File: config.mk
export PLATFORM = sky130hd
export DESIGN_NAME = cache_mem_bridge
export DESIGN_NICKNAME = d
export VERILOG_FILES = /design/src/rtl/cache_mem_bridge.sv
export SDC_FILE = /design/constraint.sdc
export NUM_CORES = 1
export LEC_CHECK = 0
export BUFFER_PORTS_ARGS = -buffer_cell sky130_fd_sc_hd__buf_4
export CAP_MARGIN = 15
export CORE_MARGIN = 4
export CORE_UTILIZATION = 40
export CTS_BUF_LIST = sky130_fd_sc_hd__clkbuf_8 sky130_fd_sc_hd__clkbuf_16
export CTS_CLUSTER_SIZE = 28
export DETAILED_ROUTE_END_ITERATION = 8
export GPL_ROUTABILITY_DRIVEN = 0
export PLACE_DENSITY_LB_ADDON = 0.1
export SLEW_MARGIN = 20
export SYNTH_ARGS = -nofsm -noshare
export SYNTH_HDL_FRONTEND = slang
export SYNTH_SLANG_ARGS = --single-unit
File: constraint.sdc
create_clock -name clk_i -period 27.8 [get_ports clk_i]
set_clock_uncertainty 0.1 [all_clocks]
set_input_delay 4.17 -clock clk_i [delete_from_list [all_inputs] [get_ports clk_i]]
set_output_delay 4.17 -clock clk_i [all_outputs]
set_load 0.02 [all_outputs]
File: src/rtl/cache_mem_bridge.sv
// Memory-side bridge: serialises 128-bit cache-line write-backs and line fills
// into single-word valid/grant transfers, returning fills as one assembled line.
module cache_mem_bridge #(
  parameter int ADDR_W = 32,
  parameter int WORD_W = 32,
  parameter int LINE_W = 128
) (
  input  logic              clk_i,
  input  logic              rst_i,
  input  logic              mem_req_valid_i,
  input  logic              mem_req_rw_i,
  input  logic [ADDR_W-1:0] mem_req_addr_i,
  input  logic [LINE_W-1:0] mem_req_data_i,
  output logic              mem_ready_o,
  output logic [LINE_W-1:0] mem_data_o,
  output logic              busy_o,
  output logic              overrun_o,
  output logic              bus_req_o,
  output logic              bus_we_o,
  output logic [ADDR_W-1:0] bus_addr_o,
  output logic [WORD_W-1:0] bus_wdata_o,
  input  logic              bus_gnt_i,
  input  logic              bus_rvalid_i,
  input  logic [WORD_W-1:0] bus_rdata_i
);

  localparam int BEATS   = LINE_W / WORD_W;
  localparam int BEAT_W  = (BEATS > 1) ? $clog2(BEATS) : 1;
  localparam int BYTE_W  = $clog2(WORD_W / 8);
  localparam int OFF_W   = $clog2(LINE_W / 8);
  localparam int LADDR_W = ADDR_W - OFF_W;
  localparam logic [BEAT_W-1:0] LAST_BEAT = BEAT_W'(BEATS - 1);

  typedef enum logic [2:0] {
    S_IDLE,
    S_WR_BEAT,
    S_RD_REQ,
    S_RD_WAIT,
    S_RESP
  } state_e;

  state_e               state_q, state_d;
  logic [BEAT_W-1:0]    beat_q, beat_d;
  logic [LADDR_W-1:0]   line_q, line_d;
  logic [LINE_W-1:0]    wr_line_q, wr_line_d;
  logic [WORD_W-1:0]    rd_word_q [BEATS];
  logic [WORD_W-1:0]    rd_word_d [BEATS];
  logic                 overrun_q, overrun_d;

  logic [WORD_W-1:0]    wr_word [BEATS];
  logic [ADDR_W-1:0]    beat_addr;
  logic                 addr_unused;

  // Byte offset within the line carries no information for a line transfer.
  assign addr_unused = ^mem_req_addr_i[OFF_W-1:0];

  for (genvar gi = 0; gi < BEATS; gi++) begin : g_words
    assign wr_word[gi]                      = wr_line_q[gi*WORD_W +: WORD_W];
    assign mem_data_o[gi*WORD_W +: WORD_W]  = rd_word_q[gi];
  end

  assign beat_addr = {line_q, beat_q, {BYTE_W{1'b0}}};
  assign busy_o    = (state_q != S_IDLE);
  assign overrun_o = overrun_q;

  always_ff @(posedge clk_i or posedge rst_i) begin
    if (rst_i) begin
      state_q   <= S_IDLE;
      beat_q    <= '0;
      line_q    <= '0;
      wr_line_q <= '0;
      overrun_q <= 1'b0;
      for (int i = 0; i < BEATS; i++) begin
        rd_word_q[i] <= '0;
      end
    end else begin
      state_q   <= state_d;
      beat_q    <= beat_d;
      line_q    <= line_d;
      wr_line_q <= wr_line_d;
      overrun_q <= overrun_d;
      for (int i = 0; i < BEATS; i++) begin
        rd_word_q[i] <= rd_word_d[i];
      end
    end
  end

  always_comb begin
    state_d     = state_q;
    beat_d      = beat_q;
    line_d      = line_q;
    wr_line_d   = wr_line_q;
    overrun_d   = overrun_q;
    rd_word_d   = rd_word_q;
    bus_req_o   = 1'b0;
    bus_we_o    = 1'b0;
    bus_addr_o  = '0;
    bus_wdata_o = '0;
    mem_ready_o = 1'b0;

    // A write-back cannot be posted while busy, so it is lost and flagged.
    if (mem_req_valid_i && mem_req_rw_i && (state_q != S_IDLE)) begin
      overrun_d = 1'b1;
    end

    case (state_q)
      S_IDLE: begin
        if (mem_req_valid_i) begin
          line_d = mem_req_addr_i[ADDR_W-1:OFF_W];
          beat_d = '0;
          if (mem_req_rw_i) begin
            wr_line_d = mem_req_data_i;
            state_d   = S_WR_BEAT;
          end else begin
            state_d   = S_RD_REQ;
          end
        end
      end

      S_WR_BEAT: begin
        bus_req_o   = 1'b1;
        bus_we_o    = 1'b1;
        bus_addr_o  = beat_addr;
        bus_wdata_o = wr_word[beat_q];
        if (bus_gnt_i) begin
          if (beat_q == LAST_BEAT) begin
            beat_d  = '0;
            state_d = S_IDLE;
          end else begin
            beat_d  = beat_q + BEAT_W'(1);
          end
        end
      end

      S_RD_REQ: begin
        bus_req_o  = 1'b1;
        bus_addr_o = beat_addr;
        if (bus_gnt_i) begin
          state_d = S_RD_WAIT;
        end
      end

      S_RD_WAIT: begin
        // Request stays low here so only one read word is ever outstanding.
        if (bus_rvalid_i) begin
          rd_word_d[beat_q] = bus_rdata_i;
          if (beat_q == LAST_BEAT) begin
            beat_d  = '0;
            state_d = S_RESP;
          end else begin
            beat_d  = beat_q + BEAT_W'(1);
            state_d = S_RD_REQ;
          end
        end
      end

      S_RESP: begin
        mem_ready_o = 1'b1;
        state_d     = S_IDLE;
      end

      default: begin
        state_d = S_IDLE;
      end
    endcase
  end

endmodule

==> results.py <==
metrics = {
    "global_route": {
        "antenna_found_initial": 1,
        "grt_pass1_vias": 8218,
        "grt_pass1_wl_um": 47900,
        "gr-total-overflow": 0,
        "grt_use_total": 0.178,
        "grt_max_degree": 166,
    },
    "cells_and_area": {
        "syn2layout_area_growth_pct": 32.9,
        "final_core_util": 0.541,
        "finish.net_count": 1348,
        "layoutNonFillerInstCount": 1565,
        "fin_area_mm2": 0.0166,
        "drive_gt1_frac": 0.640,
    },
    "power": {
        "p_total_mw": 1.99,
        "max-vdd-ir-drop_v": 0.0000661,
        "powerDensity_mw_per_mm2": 120,
        "p_leak_nw": 8.09,
    },
    "synth": {
        "yosysMostFrequentCell": "dfrtp_1",
        "synth_common_cells": "dfrtp_1 (290), mux2_2 (244), mux4_2 (32), mux2_1 (30), and2_1 (29)",
        "synth_edf_count": 0,
        "netlist_instances": 762,
        "yosysTopAreaCellShare": 0.581,
        "yosys_warnings": 0,
        "ys_ff_latch": 290,
        "synth_top_area_cell": "dfrtp_1",
        "netlist_area_mm2": 0.0125,
        "yosys.cell_types.count": 40,
        "synthTopCellsByArea": "dfrtp_1 (58%), mux2_2 (22%), mux4_2 (5.8%), mux2_1 (2.7%), buf_12 (1.8%)",
        "ys.flop_type": "dfrtp_1",
        "ys_seq_area_frac": 0.581,
        "async_flop_share": 1.00,
        "avgSynthCellArea_um2": 16.4,
    },
    "setup_path": {
        "reg2reg_setup_slack_ns": 24.64,
        "worstPathMaxFanout": 20,
        "r2r-start": "state_q[0]$_DFFE_PP0P_",
        "end_kind": "primary output",
        "cp.arrival_ns": 2.65,
        "required_ns": 23.53,
        "r2r_end": "wr_line_q[44]$_DFFE_PP0P_",
        "start_kind": "flip-flop",
        "crit_type": "flip-flop to primary output",
        "reg2regPathDepth": 6,
    },
    "status": {
        "status": "completed",
    },
    "place": {
        "placed_area_mm2": 0.0154,
        "port_buffers": 388,
        "place_ws_ns": 21.07,
        "dp.cells": 1505,
        "hpwl_um": 21400,
    },
    "timing": {
        "finalCritPeriodShare": 0.249,
        "period_needed_ns": 6.92,
        "setup_tns_ns": 0,
        "setup_viol": 0,
        "slew_headroom": 0.269,
        "max_freq_ghz": 0.145,
        "tightest_slew_ns": 1.10,
        "hold_viol": 0,
        "rsz0062_at_grt": "false",
        "drv_slew": 0,
        "fin_ws_ns": 20.88,
        "hold_ws_ns": 0.381,
    },
    "routing": {
        "wirelength_um": 31500,
        "wire_per_inst_um": 20.1,
        "drc": 0,
        "vias": 7621,
        "ant_nets": 0,
        "first_iter_violations": 244,
        "via_per_inst": 4.87,
        "dr.pass1.iters": 4,
    },
    "worst_hold_path": {
        "hold_start": "wr_line_q[7]$_DFFE_PP0P_",
        "worstHoldEndpoint": "wr_line_q[7]$_DFFE_PP0P_",
        "min_path_type": "flip-flop to flip-flop",
        "hold-path-cell-count": 1,
    },
    "floorplan": {
        "die_h_um": 185,
        "die_area_mm2": 0.0341,
        "io_pins": 395,
        "coreArea_mm2": 0.0307,
        "row_count": 64,
        "start_util": 0.407,
        "fp.dieW_um": 185,
    },
    "clock_tree": {
        "cts_buffer_depth": 3,
        "post_cts_buffers": 0,
        "clock-sinks": 290,
        "cts_resized": 0,
        "cts_max_level": 2,
        "tritoncts": "built",
        "clk_pin_slew_ns": 0.06,
        "root_buffer": "clkbuf_16",
        "clk_latency_ns": 0.50,
        "cts_buffers": 35,
        "hold_buffers": 0,
    },
    "run": {
        "max_cap_viol_count": 0,
    },
}
-- layer usage --
layer | vias to the layer above | GRT usage | share of wire
met3 | 49 | 0.0641 | 0.095
li1 | 3481 | - | -
met4 | 0 | 0.0476 | 0.026
met5 | - | 0 | 0
met2 | 258 | 0.282 | 0.47
met1 | 3833 | 0.236 | 0.41
-- layout make-up --
cell class	instances	area [um2]
repair buffers	394	2970
clock buffers	48	1080
clock inverters	11	76.3
multi-input cells	417	4670
inverters	8	37.5
fillers	2609	14100
well taps	396	495
diodes	1	2.50
flip-flops and latches	290	7260
-- worst max path at each step --
| stage | from | to | depth (start not counted) |
|---|---|---|---|
| after floorplan | rst_i | beat_q[0]$_DFFE_PP0P_ | 1 |
| after global placement | mem_req_valid_i | wr_line_q[47]$_DFFE_PP0P_ | 6 |
| after detailed placement | mem_req_valid_i | wr_line_q[77]$_DFFE_PP0P_ | 6 |
| after CTS | beat_q[0]$_DFFE_PP0P_ | bus_wdata_o[9] | 4 |
| after global routing | beat_q[0]$_DFFE_PP0P_ | bus_wdata_o[27] | 4 |
| final | beat_q[0]$_DFFE_PP0P_ | bus_wdata_o[22] | 4 |
-- state kept, by name, indices dropped and copies added (netlist names) --
name,cells
wr_line_q,128
overrun_o,1
state_q,3
beat_q,2
line_q,28
mem_data_o,128
-- where the power goes --
group	internal (mW)	switching [mW]	leakage, nW
registers	0.605	0.104	3.61
logic	0.442	0.389	3.88
clock network	0.278	0.170	0.592
-- worst max-delay path, cell delays in order, from the launching register on --
cell     delay [ns]
dfrtp_2        0.74
buf_4          0.51
mux4_2         0.55
and2b_1        0.19
buf_4          0.16
-- cell usage in the layout, fill, tap and decap left out, types with 2 or more instances in the layout --
master / count
a211o_1: 2
and2_1: 29
and2b_1: 18
and3_1: 2
buf_4: 393
clkbuf_16: 37
clkbuf_8: 11
clkinv_2: 4
conb_1: 2
dfrtp_1: 288
dfrtp_2: 2
ha_1: 4
inv_1: 11
mux2_1: 30
mux2_2: 244
mux2_4: 10
mux4_2: 32
nand2_1: 4
nand2_4: 4
nor2b_1: 15
nor3_1: 4
o21ai_0: 2
o21bai_1: 2
-- cell families after synthesis --
kind of cell	after synthesis	synth area share
other cells	1	0.000300
xor+xnor	1	0.000701
mux	317	0.318
flops	290	0.581
simple gates	84	0.0459
fa+ha+maj	4	0.00401
buf+inv	56	0.0451
compound gates	9	0.00531
Power figures use the tool's default switching activity.
